[src/rtl/training_sequencer.sv]
`default_nettype none
// ============================================================================
// Module   : training_sequencer
// Purpose  : Epoch-loop controller for the weight-path datapath; drives the
//            initial-guess, training, best-weight buffer and finish strobes.
// Revision : 1.0 - initial release
// ============================================================================
module training_sequencer #(
    parameter int BIT_WIDTH    = 32,
    parameter int EXTRA_BITS   = 2,
    parameter int NUM_UNKNOWNS = 2,
    parameter int MAX_EPOCHS   = 256,
    parameter int EPOCH_W      = 8,
    parameter logic [BIT_WIDTH+EXTRA_BITS-1:0] ERROR_THRESHOLD = 34'h0_0000_0100
) (
    input  logic                            CLK,
    input  logic                            RESET,
    input  logic                            start,
    input  logic                            abort,
    input  logic                            error_valid,
    input  logic [BIT_WIDTH+EXTRA_BITS-1:0] l2_error,
    output logic                            training_mode,
    output logic                            initial_read_flag,
    output logic                            training_wr,
    output logic                            training_rd,
    output logic                            write_best,
    output logic                            finish,
    output logic                            stall,
    output logic                            busy,
    output logic                            done,
    output logic [EPOCH_W-1:0]              epoch_count,
    output logic [BIT_WIDTH+EXTRA_BITS-1:0] best_error
);

    localparam int c_ERR_W  = BIT_WIDTH + EXTRA_BITS;
    localparam int c_BEAT_W = (NUM_UNKNOWNS > 1) ? $clog2(NUM_UNKNOWNS) : 1;

    localparam logic [c_BEAT_W-1:0] c_BEAT_LAST  = c_BEAT_W'(NUM_UNKNOWNS - 1);
    localparam logic [EPOCH_W-1:0]  c_EPOCH_LAST = EPOCH_W'(MAX_EPOCHS - 1);
    localparam logic [c_ERR_W-1:0]  c_ERR_ONES   = '1;

    localparam logic [2:0] c_S_IDLE      = 3'd0;
    localparam logic [2:0] c_S_LOAD_INIT = 3'd1;
    localparam logic [2:0] c_S_WAIT_ERR  = 3'd2;
    localparam logic [2:0] c_S_SAVE_BEST = 3'd3;
    localparam logic [2:0] c_S_UPDATE    = 3'd4;
    localparam logic [2:0] c_S_READBACK  = 3'd5;
    localparam logic [2:0] c_S_DONE      = 3'd6;

    logic [2:0]          r_state;
    logic [c_BEAT_W-1:0] r_beat;
    logic [EPOCH_W-1:0]  r_epoch;
    logic [c_ERR_W-1:0]  r_best;
    logic [c_ERR_W-1:0]  r_cur_err;

    logic r_init;
    logic r_train;
    logic r_wb;
    logic r_fin;
    logic r_stall;
    logic r_busy;
    logic r_done;

    logic [2:0]          w_state_nxt;
    logic [c_BEAT_W-1:0] w_beat_nxt;
    logic [EPOCH_W-1:0]  w_epoch_nxt;
    logic [c_ERR_W-1:0]  w_best_nxt;
    logic [c_ERR_W-1:0]  w_cur_err_nxt;
    logic [c_BEAT_W-1:0] w_beat_inc;
    logic                w_beat_last;
    logic                w_epoch_at_limit;
    logic                w_err_improved;
    logic                w_err_term;
    logic                w_cur_term;

    logic w_init_nxt;
    logic w_train_nxt;
    logic w_wb_nxt;
    logic w_fin_nxt;
    logic w_stall_nxt;
    logic w_busy_nxt;
    logic w_done_nxt;

    assign w_beat_inc       = r_beat + 1'b1;
    assign w_beat_last      = (r_beat == c_BEAT_LAST);
    assign w_epoch_at_limit = (r_epoch == c_EPOCH_LAST);
    // Equal error is deliberately not an improvement.
    assign w_err_improved   = (l2_error < r_best);
    assign w_err_term       = (l2_error < ERROR_THRESHOLD) || w_epoch_at_limit;
    assign w_cur_term       = (r_cur_err < ERROR_THRESHOLD) || w_epoch_at_limit;

    always_comb begin
        w_state_nxt   = r_state;
        w_beat_nxt    = r_beat;
        w_epoch_nxt   = r_epoch;
        w_best_nxt    = r_best;
        w_cur_err_nxt = r_cur_err;

        case (r_state)
            c_S_IDLE, c_S_DONE: begin
                if (start) begin
                    w_state_nxt = c_S_LOAD_INIT;
                    w_beat_nxt  = '0;
                    w_epoch_nxt = '0;
                    w_best_nxt  = c_ERR_ONES;
                end
            end
            c_S_LOAD_INIT: begin
                if (abort) begin
                    w_state_nxt = c_S_READBACK;
                    w_beat_nxt  = '0;
                end else if (w_beat_last) begin
                    w_state_nxt = c_S_WAIT_ERR;
                    w_beat_nxt  = '0;
                end else begin
                    w_beat_nxt = w_beat_inc;
                end
            end
            c_S_WAIT_ERR: begin
                w_beat_nxt = '0;
                if (abort) begin
                    w_state_nxt = c_S_READBACK;
                end else if (error_valid) begin
                    w_cur_err_nxt = l2_error;
                    if (w_err_improved) begin
                        w_state_nxt = c_S_SAVE_BEST;
                        w_best_nxt  = l2_error;
                    end else if (w_err_term) begin
                        w_state_nxt = c_S_READBACK;
                    end else begin
                        w_state_nxt = c_S_UPDATE;
                    end
                end
            end
            c_S_SAVE_BEST: begin
                if (abort) begin
                    w_state_nxt = c_S_READBACK;
                    w_beat_nxt  = '0;
                end else if (w_beat_last) begin
                    w_state_nxt = w_cur_term ? c_S_READBACK : c_S_UPDATE;
                    w_beat_nxt  = '0;
                end else begin
                    w_beat_nxt = w_beat_inc;
                end
            end
            c_S_UPDATE: begin
                if (abort) begin
                    w_state_nxt = c_S_READBACK;
                    w_beat_nxt  = '0;
                end else if (w_beat_last) begin
                    w_state_nxt = c_S_WAIT_ERR;
                    w_beat_nxt  = '0;
                    w_epoch_nxt = w_epoch_at_limit ? r_epoch : r_epoch + 1'b1;
                end else begin
                    w_beat_nxt = w_beat_inc;
                end
            end
            c_S_READBACK: begin
                if (w_beat_last) begin
                    w_state_nxt = c_S_DONE;
                    w_beat_nxt  = '0;
                end else begin
                    w_beat_nxt = w_beat_inc;
                end
            end
            default: begin
                w_state_nxt = c_S_IDLE;
                w_beat_nxt  = '0;
            end
        endcase
    end

    // Strobes are decoded from the next state so they register alongside it.
    always_comb begin
        w_init_nxt  = (w_state_nxt == c_S_LOAD_INIT);
        w_train_nxt = (w_state_nxt == c_S_UPDATE);
        w_wb_nxt    = (w_state_nxt == c_S_SAVE_BEST);
        w_fin_nxt   = (w_state_nxt == c_S_READBACK);
        w_stall_nxt = (w_state_nxt == c_S_WAIT_ERR);
        w_done_nxt  = (w_state_nxt == c_S_DONE);
        w_busy_nxt  = !((w_state_nxt == c_S_IDLE) || (w_state_nxt == c_S_DONE));
    end

    always_ff @(posedge CLK) begin
        if (RESET) begin
            r_state   <= c_S_IDLE;
            r_beat    <= '0;
            r_epoch   <= '0;
            r_best    <= c_ERR_ONES;
            r_cur_err <= '0;
            r_init    <= 1'b0;
            r_train   <= 1'b0;
            r_wb      <= 1'b0;
            r_fin     <= 1'b0;
            r_stall   <= 1'b0;
            r_busy    <= 1'b0;
            r_done    <= 1'b0;
        end else begin
            r_state   <= w_state_nxt;
            r_beat    <= w_beat_nxt;
            r_epoch   <= w_epoch_nxt;
            r_best    <= w_best_nxt;
            r_cur_err <= w_cur_err_nxt;
            r_init    <= w_init_nxt;
            r_train   <= w_train_nxt;
            r_wb      <= w_wb_nxt;
            r_fin     <= w_fin_nxt;
            r_stall   <= w_stall_nxt;
            r_busy    <= w_busy_nxt;
            r_done    <= w_done_nxt;
        end
    end

    assign training_mode     = r_busy;
    assign busy              = r_busy;
    assign initial_read_flag = r_init;
    assign training_wr       = r_train;
    assign training_rd       = r_train;
    assign write_best        = r_wb;
    assign finish            = r_fin;
    assign stall             = r_stall;
    assign done              = r_done;
    assign epoch_count       = r_epoch;
    assign best_error        = r_best;

endmodule
`default_nettype wire

[config.mk]
export PLATFORM = sky130hd
export DESIGN_NAME = training_sequencer
export DESIGN_NICKNAME = d
export VERILOG_FILES = /design/src/rtl/training_sequencer.sv
export SDC_FILE = /design/constraint.sdc
export NUM_CORES = 1
export LEC_CHECK = 0
export BUFFER_PORTS_ARGS = -buffer_cell sky130_fd_sc_hd__buf_2
export CORE_MARGIN = 3
export CORE_UTILIZATION = 30
export CTS_CLUSTER_SIZE = 30
export DETAILED_ROUTE_END_ITERATION = 10
export PLACE_DENSITY = 0.58
export SETUP_SLACK_MARGIN = 0.3
export SLEW_MARGIN = 30
export SYNTH_ARGS = -nofsm -noshare
export SYNTH_HDL_FRONTEND = slang
export SYNTH_SLANG_ARGS = --single-unit
[constraint.sdc]
create_clock -name CLK -period 4.7 [get_ports CLK]
set_clock_uncertainty 0.2 [all_clocks]
set_input_delay 0.94 -clock CLK [delete_from_list [all_inputs] [get_ports CLK]]
set_output_delay 0.94 -clock CLK [all_outputs]
set_load 0.005 [all_outputs]
== After elaboration in Yosys (flattened, before gate mapping) ==
Index checks and enable logic that the tools add are counted.

* Register bits: 87
* Logic and storage cells: 78
* Input port bits: 39

* Magnitude comparators: 3
* Add/sub/neg operators: 2
* Bitwise gates (word level): 1
* Reductions and logical operators: 14
* Mux-type cells: 26
* Eq/ne operators: 20

{| class="wikitable"
|+ Operators by type and width
! kind !! number
|-
| $mux 34 || 4
|-
| $lt 34x9->1 const B || 2
|-
| $pmux 34 s2 || 1
|-
| $lt 34x34->1 || 1
|-
| $mux 8 || 4
|-
| $mux 3 || 9
|-
| $eq 3x3->1 const B || 6
|-
| $pmux 8 s2 || 1
|-
| $pmux 3 s5 || 1
|-
| $ne 2x2->1 const B || 7
|-
| $eq 3x2->1 const B || 4
|-
| $reduce_and 5->1 || 2
|-
| $add 8x1->8 const B || 1
|-
| $eq 8x8->1 const B || 1
|-
| $eq 3x1->1 const B || 2
|-
| $logic_not 3->1 || 2
|-
| $mux 1 || 5
|-
| $reduce_bool 2->1 || 2
|-
| $reduce_or 2->1 || 2
|-
| $logic_or 1x1->1 || 3
|-
| $pmux 1 s3 || 1
|-
| $reduce_and 3->1 || 1
|-
| $reduce_or 3->1 || 1
|-
| $add 1x1->1 const B || 1
|-
| 2 further kinds || 2
|}

== Depth between registers and ports, before layout ==
Gate-level depths: netlist of run 1.

* Depth after elaboration: 10
* Gate-level depth with buffers: 11
* Mapped depth without buffers: 9

== Worst setup path before layout of run 1 ==
No wires, ideal clock.

* Kind: input to register
* Start: in l2_error[23]
* End: reg r_best[10], in the netlist best_error[10]
* Stages: 10
* Required time: 4,377 ps
* Setup slack: 1,539 ps
* Data arrival time: 2,838 ps
* Cell sequence: ha_1 a21o_1 a21o_1 a221o_1 a2111o_1 nor2_1 a21boi_1 buf_6 buf_6 mux2i_1

* Longest elaborated chain between the ends: 3

{| class="wikitable"
|+ RTL lines
! what !! line !! RTL
|-
| from (decl) || 21 || <nowiki>input logic [BIT_WIDTH+EXTRA_BITS-1:0] l2_error,</nowiki>
|-
| $lt 34x34->1 || 88 || <nowiki>assign w_err_improved = (l2_error < r_best);</nowiki>
|-
| $ne 2x2->1 (no source line) || - ||
|-
| $reduce_and 5->1 (no source line) || - ||
|-
| to (signal assigned) || 189 || <nowiki>r_best <= c_ERR_ONES;</nowiki>
|-
| to (signal assigned) || 202 || <nowiki>r_best <= w_best_nxt;</nowiki>
|-
| to (decl) || 53 || <nowiki>logic [c_ERR_W-1:0] r_best;</nowiki>
|}

No other way between the ends.
A chain may end at the register's enable or synchronous reset.

== Worst setup path in the final report of run 1 ==
* Start: in l2_error[16]
* End: reg r_best[31], in the netlist best_error[31]

The elaborated chain is that of the path after synthesis.

==> impl_results.md, run 1 <==
* Max-Cap Viols at 0
* Crit end category: flop
* Post-CTS setup buffer count at 0
* CTS resizes at 0
* Worst EP required at 4.77 ns
* Final non-filler cell total at 771
* Worst vdd ir at 0.181 mV
* Clock slew at reported path FFs at 0.06 ns
* Worst hold slack at 0.258 ns
* Clock root buffer: clkbuf_16
* Largest stage delay, worst path at 0.40 ns
* Initial Utilization at 0.312
* RD Place Congestion at 0.814
* Htree depth at 3
* Ports at 90
* Final Critical Period at 3.27 ns
* Die width at 124 um
* Final Setup Violations at 0
* Hold depth at 2
* Reg2Reg Depth at 10
* Total power at 1.59 mW
* CP arrival at 3.33 ns
* Max Buffers Root-to-Sink at 2
* CP max FO at 22
* Post-route ant nets at 0
* Leak at 2.47 nW
* Post-DP HPWL at 8.26 mm
* Fin worst setup slack at 1.43 ns
* Most used DFF post-synth: dfxtp_1
* Grt ovf at 0
* GR Util met3 at 0.0287
* Wire per inst at 14.4 um
* Status: complete, no violations
* Initial antenna violation count at 0
* Reg-to-reg critical path startpoint: best_error[16]$_SDFFE_PP1P_
* Setup TNS at 0 ns
* Sequential area share after synthesis at 0.376
* Cell Area, Placed at 4780 um^2
* R2R setup slack at 1.76 ns
* Met2 GRT Util at 0.240
* Pwr dens at 314 nW/um^2
* DRC viols at 0
* CTS sink count at 79
* Die ar. at 15500 um^2
* Vias at 3840
* Area growth, synth to finish at 20.6%
* Grt met1 use at 0.180
* RSZ-0062 raised after global routing: no
* Clk_lat worst skew at 0.34 ns
* HP Class: flop to flop
* Synth Cell Area at 4210 um^2
* Layout Utilization at 0.376
* Crit share post-route at 0.695
* Global-route wire length before repair at 18.3 mm
* CTS Buf Count at 9
* CTS tree: done
* Hold Path Sink: r_cur_err[12]$_SDFFE_PP0P_
* # rows at 42
* Gr busiest metal: met2
* Setup WS pre-CTS at 1.05 ns
* Core area at 13500 um^2
* Vias per cell at 4.98
* DR pass1 iterations at 4
* Mean Syn Cell Area at 8.17 um^2
* Placed Cells incl. Taps at 756
* Crit path kind: input pin to flop
* Slew HR at 0.441
* CP max stage cell: nor4_1
* PortBufs at 89
* Hold buffers post-CTS at 0
* Post-synth EDFFs at 0
* Slew at the pin with the worst max-slew slack at 0.837 ns
* Final instance area at 5080 um^2
* Routed WL at 11.1 mm
* Synth cell types at 46
* Max Freq at 306 MHz
* FF+latch count, synth at 79
* Post-synthesis async set-or-reset flop share at 0
* Syn. warnings at 0
* CP cell instances: buf_2, ha_1, nand4_1, nor4_1, nor4b_1, a2111o_1, nor2_1, a21boi_4, buf_4, mux2i_1
* Count of pins over their slew limit at 0
* Share of cells above drive strength 1 at 0.193
* Syn Nets at 588
* Synth Instances at 515
* Pin count of the biggest net entering global routing at 103
* Nets at 664
* CP startpoint kind: input pin
* Die H at 124 um
* Starting DRT DRC Count at 215
* Final Hold Viols at 0
* Min-delay src: r_cur_err[12]$_SDFFE_PP0P_
* Worst r2r dst: best_error[31]$_SDFFE_PP1P_
* GRT Overall Usage at 0.144
* ANT cells at 0
* Vias in the first global route at 3761
[layer usage]
layer,part of all wire,routed length (um)
met1,0.46,5140
met2,0.47,5250
met3,0.045,504
met4,0.021,233
met5,0,0
[cell families after synthesis]
kind of cell             after synthesis  synth area share
adder cells (fa/ha/maj)               34             0.101
XOR/XNOR                               6            0.0125
AND/OR/NAND/NOR                      212             0.235
multiplexers                          36            0.0856
AO/OA/AOI/OAI                         82             0.122
buffers and inverters                 66            0.0681
flip-flops                            79             0.376
[cells in the mapped netlist, types with 4 or more instances]
library cell  instances  area, um^2
a21o_1                7        52.6
a21oi_1              44         220
buf_6                 4        45.0
clkbuf_1             22        82.6
dfxtp_1              79        1580
ha_1                 34         425
inv_1                37         139
mux2i_1              36         360
nand2_1              68         255
nand3_1               6        30.0
nand4_1              10        62.6
nor2_1               56         210
nor3_1               38         190
nor4_1               12        75.1
o21ai_0              11        55.1
xor2_1                4        35.0
[critical path, delay by kind of cell]
| family | cells | cell delay [ns] |
|---|---|---|
| AOI/OAI and AO/OA | 2 | 0.34 |
| muxes | 1 | 0.24 |
| and+or+nand+nor | 4 | 0.97 |
| buffers and inverters | 2 | 0.51 |
| adders and majority gates | 1 | 0.32 |
[flip-flops by register name, indices dropped and copies added (netlist names)]
name / flops
stall: 1
best_error: 34
write_best: 1
r_state: 3
epoch_count: 8
done: 1
busy: 1
training_rd: 1
finish: 1
r_cur_err: 26
r_beat: 1
initial_read_flag: 1
[where the power goes]
part | switching (mW) | internal (mW)
combinational | 0.115 | 0.0804
clock | 0.277 | 0.422
sequential | 0.0150 | 0.683
total | 0.408 | 1.19
[final cells by class]
type	instances	area (um^2)
multi-input combinational	370	2350
timing repair buffer	94	487
clock inverter	5	58.8
sequential	79	1580
clock buffer	10	239
tap	176	220
fill	1383	8430
inverter	37	139
[how the worst max path moves through the flow]
stage / cells after the start / to / startpoint
4_1_cts: 10 / best_error[31]$_SDFFE_PP1P_ / l2_error[16]
5_1_grt: 10 / best_error[19]$_SDFFE_PP1P_ / l2_error[16]
3_3_place_gp: 10 / best_error[19]$_SDFFE_PP1P_ / l2_error[23]
2_1_floorplan: 10 / best_error[10]$_SDFFE_PP1P_ / l2_error[23]
6_report: 10 / best_error[31]$_SDFFE_PP1P_ / l2_error[16]
3_5_place_dp: 10 / best_error[32]$_SDFFE_PP1P_ / l2_error[16]
[cell usage in the layout (no fill, tap or decap), types with 4 or more instances in the layout]
cell	count
buf_2	89
dfxtp_1	79
nand2_1	68
nor2_1	56
a21oi_1	44
nor3_1	38
inv_1	37
mux2i_1	36
ha_1	34
nor4_1	12
o21ai_0	11
nand4_1	10
clkbuf_16	9
a21o_1	7
nand3_1	6
xor2_1	4
buf_4	4
(Power assumes the default switching activity.)
==> inputs of run 2 (changes only) <==
--- a/config.mk
+++ b/config.mk
@@ -5,6 +5,7 @@
 export SDC_FILE = /design/constraint.sdc
 export NUM_CORES = 1
 export LEC_CHECK = 0
+export ABC_AREA = 1
 export BUFFER_PORTS_ARGS = -buffer_cell sky130_fd_sc_hd__buf_2
 export CORE_MARGIN = 3
 export CORE_UTILIZATION = 30
==> constraint.sdc (replaced) <==
create_clock -name CLK -period 3.45 [get_ports CLK]
set_clock_uncertainty 0.2 [all_clocks]
set_input_delay 0.69 -clock CLK [delete_from_list [all_inputs] [get_ports CLK]]
set_output_delay 0.69 -clock CLK [all_outputs]
set_load 0.005 [all_outputs]
==> run 2 against run 1 <==
First-iteration DRC count down 44%. Worst hold slack better by 0.042 ns. Die area up 2.0%. Global-route usage down 0.55 points. Utilization down 0.76 points. Synthesized cell count up 10%. Highest routed layer unchanged. Clock power up 23%.
==> impl_results.md, run 2 <==
* Nets at 723 (+8.9%)
* Slew HR at 0.658 (+0.217)
* Synth area leaders: dfxtp_1 (37%), nor2_1 (10%), ha_1 (9.9%)
* Clk_lat worst skew at 0.34 ns (about the same)
* Syn Nets at 642 (+9.2%)
* Post-CTS setup buffer count at 0 (unchanged)
* Crit end category: flop
* Post-synth top area share at 0.368 (-0.00787)
* Most frequent cells in the layout: nor2_1 (114), buf_2 (89), nand2_1 (81)
* Count of pins over their slew limit at 0 (unchanged)
* Count leader, synth: nor2_1
* CP max FO at 30 (+36%)
* PortBufs at 89 (unchanged)
* Vias in the first global route at 3553 (-5.5%)
* Clock root buffer: clkbuf_16
* Routed WL at 10.8 mm (-3.1%)
* Reg2Reg Depth at 16 (+6)
* Post-route ant nets at 0 (unchanged)
* R2R setup slack at 0.75 ns (-1.01 ns)
* Mean Syn Cell Area at 7.56 um^2 (-7.6%)
* Setup crit end: best_error[25]$_SDFFE_PP1P_
* Pin count of the biggest net entering global routing at 52 (-50%)
* Crit share post-route at 0.808
* Post-synth EDFFs at 0 (unchanged)
* Synth cell types at 35 (-24%)
* Syn. warnings at 0 (unchanged)
* DRC viols at 0 (unchanged)
* GRT Overall Usage at 0.138 (-0.00553)
* Sequential area share after synthesis at 0.368 (-0.00787)
* Worst r2r dst: best_error[25]$_SDFFE_PP1P_
* Initial Utilization at 0.309 (-0.00313)
* Reg-to-reg critical path startpoint: best_error[33]$_SDFFE_PP1P_
* Die ar. at 15800 um^2 (+2.0%)
* HP Class: flop to flop
* Die H at 126 um (+1.0%)
* Grt ovf at 0 (unchanged)
* CP startpoint kind: input pin
* CTS tree: done
* Placed Cells incl. Taps at 819 (+8.3%)
* Setup TNS at 0 ns (unchanged)
* Commonest non-fill, non-tap cell in the layout: nor2_1
* CP arrival at 2.80 ns (-0.53 ns)
* Crit path kind: input pin to flop
* Ports at 90 (unchanged)
* RD Place Congestion at 0.757 (-7.0%)
* Max Buffers Root-to-Sink at 2 (unchanged)
* Vias at 3830 (-0.26%)
* Status: complete, no violations
* Most used DFF post-synth: dfxtp_1
* CTS sink count at 79 (unchanged)
* ANT cells at 0 (unchanged)
* Total power at 3.24 mW (+100%)
* Starting DRT DRC Count at 121 (-44%)
* CTS resizes at 0 (unchanged)
* Share of cells above drive strength 1 at 0.225 (+0.0315)
* CP Launch Point: l2_error[31]
* CTS Buf Count at 9 (unchanged)
* Synth Cell Area at 4300 um^2 (+2.1%)
* RSZ-0062 raised after global routing: no
* Hold buffers post-CTS at 0 (unchanged)
* Final non-filler cell total at 834 (+8.2%)
* Final Setup Violations at 0 (unchanged)
* Max Freq at 359 MHz
* Die width at 126 um (+1.0%)
* Vias per cell at 4.59 (-7.8%)
* Area growth, synth to finish at 19.4%
* DR pass1 iterations at 4 (unchanged)
* Pwr dens at 631 nW/um^2 (+100%)
* Post-synthesis async set-or-reset flop share at 0 (unchanged)
* Yosys top cell by area: dfxtp_1
* Htree depth at 3 (unchanged)
* # rows at 43 (+2.4%)
* Max reg flops at 34 (unchanged)
* Synth Instances at 569 (+10%)
* Wire per inst at 12.9 um (-10%)
* Max-Cap Viols at 0 (unchanged)
* Final Hold Viols at 0 (unchanged)
* Global-route wire length before repair at 17.6 mm (-3.7%)
* FF+latch count, synth at 79 (unchanged)
* Worst vdd ir at 0.306 mV (+68%)
* Post-DP HPWL at 8.00 mm (-3.1%)
* Worst EP required at 3.47 ns (-1.30 ns)
* Core area at 13900 um^2 (+3.2%)
* Clock slew at reported path FFs at 0.06 ns (about the same)
* Leak at 2.62 nW (+6.1%)
* Initial antenna violation count at 0 (unchanged)
* Slew at the pin with the worst max-slew slack at 0.512 ns (-0.325 ns)
* Top cell types by occurrence after synthesis: nor2_1 (114), nand2_1 (81), dfxtp_1 (79), o21ai_0 (68), inv_1 (66)
* Final Critical Period at 2.79 ns
==> run 2: changes by cell type after synthesis, sizes merged, moves of 8 or more <==
| cell | change |
|---|---|
| a21oi | -23 |
| nor4 | -8 |
| nor2 | +60 |
| nor3 | -33 |
| o211ai | +30 |
| clkbuf | -8 |
| mux2i | -36 |
| nand2 | +14 |
| o21ai | +59 |
| inv | +34 |
==> run 2: layout make-up <==
type,instances,area [um^2]
clock buffer,14,254
clock inverter,1,5.00
fill,1526,8800
inverter,71,267
multi-input combinational,395,2290
sequential,79,1580
tap,180,225
timing repair buffer,94,508
==> run 2: worst min path at each step <==
| stage | slack, ns | from | end | cells after the start |
|---|---|---|---|---|
| after floorplan | 0.28 | epoch_count[2]$_SDFFE_PP0P_ | epoch_count[2]$_SDFFE_PP0P_ | 2 |
| after global placement | 0.28 | epoch_count[7]$_SDFFE_PP0P_ | epoch_count[7]$_SDFFE_PP0P_ | 2 |
| after detailed placement | 0.29 | epoch_count[7]$_SDFFE_PP0P_ | epoch_count[7]$_SDFFE_PP0P_ | 2 |
| after CTS | 0.30 | epoch_count[7]$_SDFFE_PP0P_ | epoch_count[7]$_SDFFE_PP0P_ | 2 |
| after global routing | 0.33 | epoch_count[2]$_SDFFE_PP0P_ | epoch_count[2]$_SDFFE_PP0P_ | 2 |
| final | 0.30 | epoch_count[7]$_SDFFE_PP0P_ | epoch_count[7]$_SDFFE_PP0P_ | 2 |
==> run 2: kinds of logic (layout without fill, tap and decap cells) <==
family,count (synthesis),count (layout),share of synthesized area
and+or+nand+nor,228,228,0.219
AOI/OAI and AO/OA,131,131,0.212
buffers and inverters,95,180,0.0990
DFF,79,79,0.368
adders and majority gates,34,34,0.0990
xor gates and xnor gates,2,2,0.00408
==> run 2: metrics by stage <==
| step | setup slack, ns | area (um^2) | hold WS (ns) | util |
|---|---|---|---|---|
| 5_1_grt | 0.546 | 5130 | 0.334 | 0.368 |
| 3_3_place_gp | 0.358 | 4870 | 0.282 | 0.350 |
| 4_1_cts | 0.714 | 5130 | 0.299 | 0.368 |
| 3_5_place_dp | 0.346 | 4870 | 0.289 | 0.350 |
| 6_report | 0.663 | 5130 | 0.300 | 0.368 |
| 2_1_floorplan | 1.02 | 4300 | 0.275 | - |
==> run 2: metal layers <==
metal	share of wire	GRT usage	vias to the layer above
met5	0	0	-
met2	0.46	0.227	68
met3	0.044	0.0424	11
met1	0.49	0.175	1715
li1	-	-	2036
met4	0.014	0.0427	0
==> run 2: power breakdown <==
group          internal [mW]  switching (mW)
Sequential              1.08          0.0953
Combinational          0.476           0.730
Clock                  0.503           0.358
Total                   2.06            1.18
==> run 2: critical path, stage by stage <==
cell	delay, ns
buf_2	0.13
ha_1	0.31
nand2_1	0.08
nor2_1	0.05
nand2_1	0.10
nor2_1	0.09
nand3_1	0.11
nand2_1	0.05
nor2_1	0.16
nand2_1	0.13
o21ai_1	0.13
nand2_1	0.09
inv_2	0.08
buf_4	0.32
buf_4	0.19
o211ai_2	0.06
==> inputs of run 3 (changes only) <==
==> constraint.sdc (replaced) <==
create_clock -name CLK -period 2.9 [get_ports CLK]
set_clock_uncertainty 0.2 [all_clocks]
set_input_delay 0.58 -clock CLK [delete_from_list [all_inputs] [get_ports CLK]]
set_output_delay 0.58 -clock CLK [all_outputs]
set_load 0.005 [all_outputs]
==> run 3 against run 2 <==
Non-clock buffer count grew 9. Total power grew 29%. Count of clock-buffer cells in the layout shrank 2. Register-to-register slack lost 0.28 ns. Largest cell class unchanged. Via count grew 1.1%. Combinational power grew 47%. Clock power grew 16%. Flip-flop and latch count is the same. Sequential power grew 20%. Utilization grew 1.6 points. Global-route usage is essentially flat.
==> impl_results.md, run 3 (synthesis gave the netlist of run 2 again) <==
* Status: complete, no violations
* Clock slew at reported path FFs at 0.06 ns (about the same)
* Global-route wire length before repair at 17.6 mm (about the same)
* Combined area of the multi-input logic cells at 2340 um^2 (+2.1%)
* Int Power at 2.61 mW (+27%)
* CP max FO at 5 (-83%)
* RSZ-0062 raised after global routing: no
* Grt ovf at 0 (unchanged)
* Starting DRT DRC Count at 170 (+40%)
* Pwr dens at 782 nW/um^2 (+24%)
* PortBufs at 89 (unchanged)
* Die H at 126 um (unchanged)
* DRC viols at 0 (unchanged)
* Initial antenna violation count at 0 (unchanged)
* Core area at 13900 um^2 (unchanged)
* Share of cells above drive strength 1 at 0.252 (+0.0271)
* Max reg flops at 34 (unchanged)
* Fillers at 1478 (-3.1%)
* CTS sink count at 79 (unchanged)
* Vias in the first global route at 3583 (+0.84%)
* Htree depth at 3 (unchanged)
* Leak at 2.71 nW (+3.4%)
* Max-Cap Viols at 0 (unchanged)
* Post-route ant nets at 0 (unchanged)
* Clock share of power at 0.240 (-0.026)
* RD Place Congestion at 0.789 (+4.2%)
* CTS Buf Count at 9 (unchanged)
* HP Class: flop to flop
* Most frequent cells in the layout: nor2_1 (109), buf_2 (89), dfxtp_1 (79)
* Slew HR at 0.677 (+0.0186)
* CTS tree: done
* Crit end category: flop
* Vias per cell at 4.60 (about the same)
* Wire per inst at 13.8 um (+6.6%)
* Logic pwr share at 0.426 (+0.054)
* Fin worst setup slack at 0.454 ns (-0.210 ns)
* Final Hold Viols at 0 (unchanged)
* R2R setup slack at 0.47 ns (-0.28 ns)
* Post-DP HPWL at 7.90 mm (-1.3%)
* Commonest non-fill, non-tap cell in the layout: nor2_1
* Max Buffers Root-to-Sink at 2 (unchanged)
* Setup WS pre-CTS at 0.0820 ns (-0.264 ns)
* Nets at 733 (+1.4%)
* Crit share post-route at 0.844
* Crit path kind: input pin to flop
* FF/Latch Area at 1580 um^2 (unchanged)
* GRT Overall Usage at 0.139 (+0.000165)
* DR pass1 iterations at 4 (unchanged)
* Setup TNS at 0 ns (unchanged)
* Switching Share at 0.376 (+0.0106)
* Sw power at 1.57 mW (+33%)
* Post-CTS setup buffer count at 0 (unchanged)
* Routed WL at 11.6 mm (+7.7%)
* Seq pwr share at 0.334 (-0.028)
* Worst EP required at 2.96 ns (-0.51 ns)
* Die ar. at 15800 um^2 (unchanged)
* Initial Utilization at 0.309 (unchanged)
* Max Freq at 409 MHz
* CP startpoint kind: input pin
* Final Critical Period at 2.45 ns
* Clock root buffer: clkbuf_16
* Vias at 3874 (+1.1%)
* Hold buffers post-CTS at 0 (unchanged)
* Area growth, synth to finish at 24.4%
* Slew at the pin with the worst max-slew slack at 0.484 ns (-0.0279 ns)
* Clk_lat worst skew at 0.34 ns (about the same)
* Final Setup Violations at 0 (unchanged)
* Count of pins over their slew limit at 0 (unchanged)
* Worst hold slack at 0.286 ns (-0.0138 ns)
* # rows at 43 (unchanged)
* ANT cells at 0 (unchanged)
* Worst vdd ir at 0.312 mV (+2.2%)
* Ports at 90 (unchanged)
* CP arrival at 2.51 ns (-0.29 ns)
* Die width at 126 um (unchanged)
* Pin count of the biggest net entering global routing at 45 (-13%)
run 3: changes by cell type in the layout (fill, tap and decap cells not counted), sizes merged:
cell and delta:
clkinv +1, inv +1, clkbuf +2, buf +5
run 3: critical path, stage by stage:
cell and delay, ns:
buf_2 0.14, ha_1 0.31, nand2_1 0.10, nor2_2 0.06, a21boi_0 0.12, nor2_1 0.20, nand2_1 0.09, nor2_2 0.10
nand2_2 0.08, o21ai_2 0.17, nand2_4 0.12, inv_8 0.12, clkbuf_16 0.15, o21ai_0 0.07, o211ai_1 0.10
run 3: power groups by stage:
stage / clock network [mW] / registers (mW) / logic, mW
finish: 1.00 / 1.40 / 1.78
global route: 1.08 / 1.42 / 2.01
CTS: 1.04 / 1.40 / 1.47
detailed placement: 0 / 1.42 / 1.47
global placement: 0 / 1.42 / 1.46
floorplan: 0 / 1.42 / 1.07
run 3: stage by stage:
| stage | instance area (um^2) | power, mW | utilization | std cells |
|---|---|---|---|---|
| 6_report | 5350 | 4.18 | 0.384 | 843 |
| 5_1_grt | 5350 | 4.51 | 0.384 | 843 |
| 4_1_cts | 5150 | 3.91 | 0.369 | 835 |
| 3_5_place_dp | 4900 | 2.89 | 0.352 | 821 |
| 3_3_place_gp | 4900 | 2.88 | 0.352 | 821 |
| 2_1_floorplan | 4300 | 2.50 | - | 569 |
run 3: what timing repair did:
action / CTS / global route
setup endpoints to repair: 0 / 38
gates resized for setup: 0 / 20
endpoints found under the hold margin: 0 / 0
run 3: path summary, 6_finish.rpt:
path | start | cells past startpoint | to
setup / recovery | l2_error[33] | 15 | best_error[5]$_SDFFE_PP1P_
hold / removal | epoch_count[7]$_SDFFE_PP0P_ | 2 | epoch_count[7]$_SDFFE_PP0P_
setup reg to reg | best_error[33]$_SDFFE_PP1P_ | 15 | best_error[5]$_SDFFE_PP1P_
hold reg to reg | epoch_count[7]$_SDFFE_PP0P_ | 2 | epoch_count[7]$_SDFFE_PP0P_
run 3: per-layer routing:
metal,part of all wire,global-route usage,up-vias
met5,0,0,-
met4,0.0097,0.0357,0
met3,0.052,0.0475,11
met2,0.45,0.226,82
met1,0.48,0.176,1721
li1,-,-,2060
run 3: layout make-up:
cell class | instances | area share
Timing Repair inverter | 1 | 0.00211
Tap cell | 180 | 0.0421
Clock buffer | 12 | 0.0442
Clock inverter | 2 | 0.00187
Sequential cell | 79 | 0.296
Inverter | 71 | 0.0512
Timing Repair Buffer | 103 | 0.125
Multi-Input combinational cell | 395 | 0.438
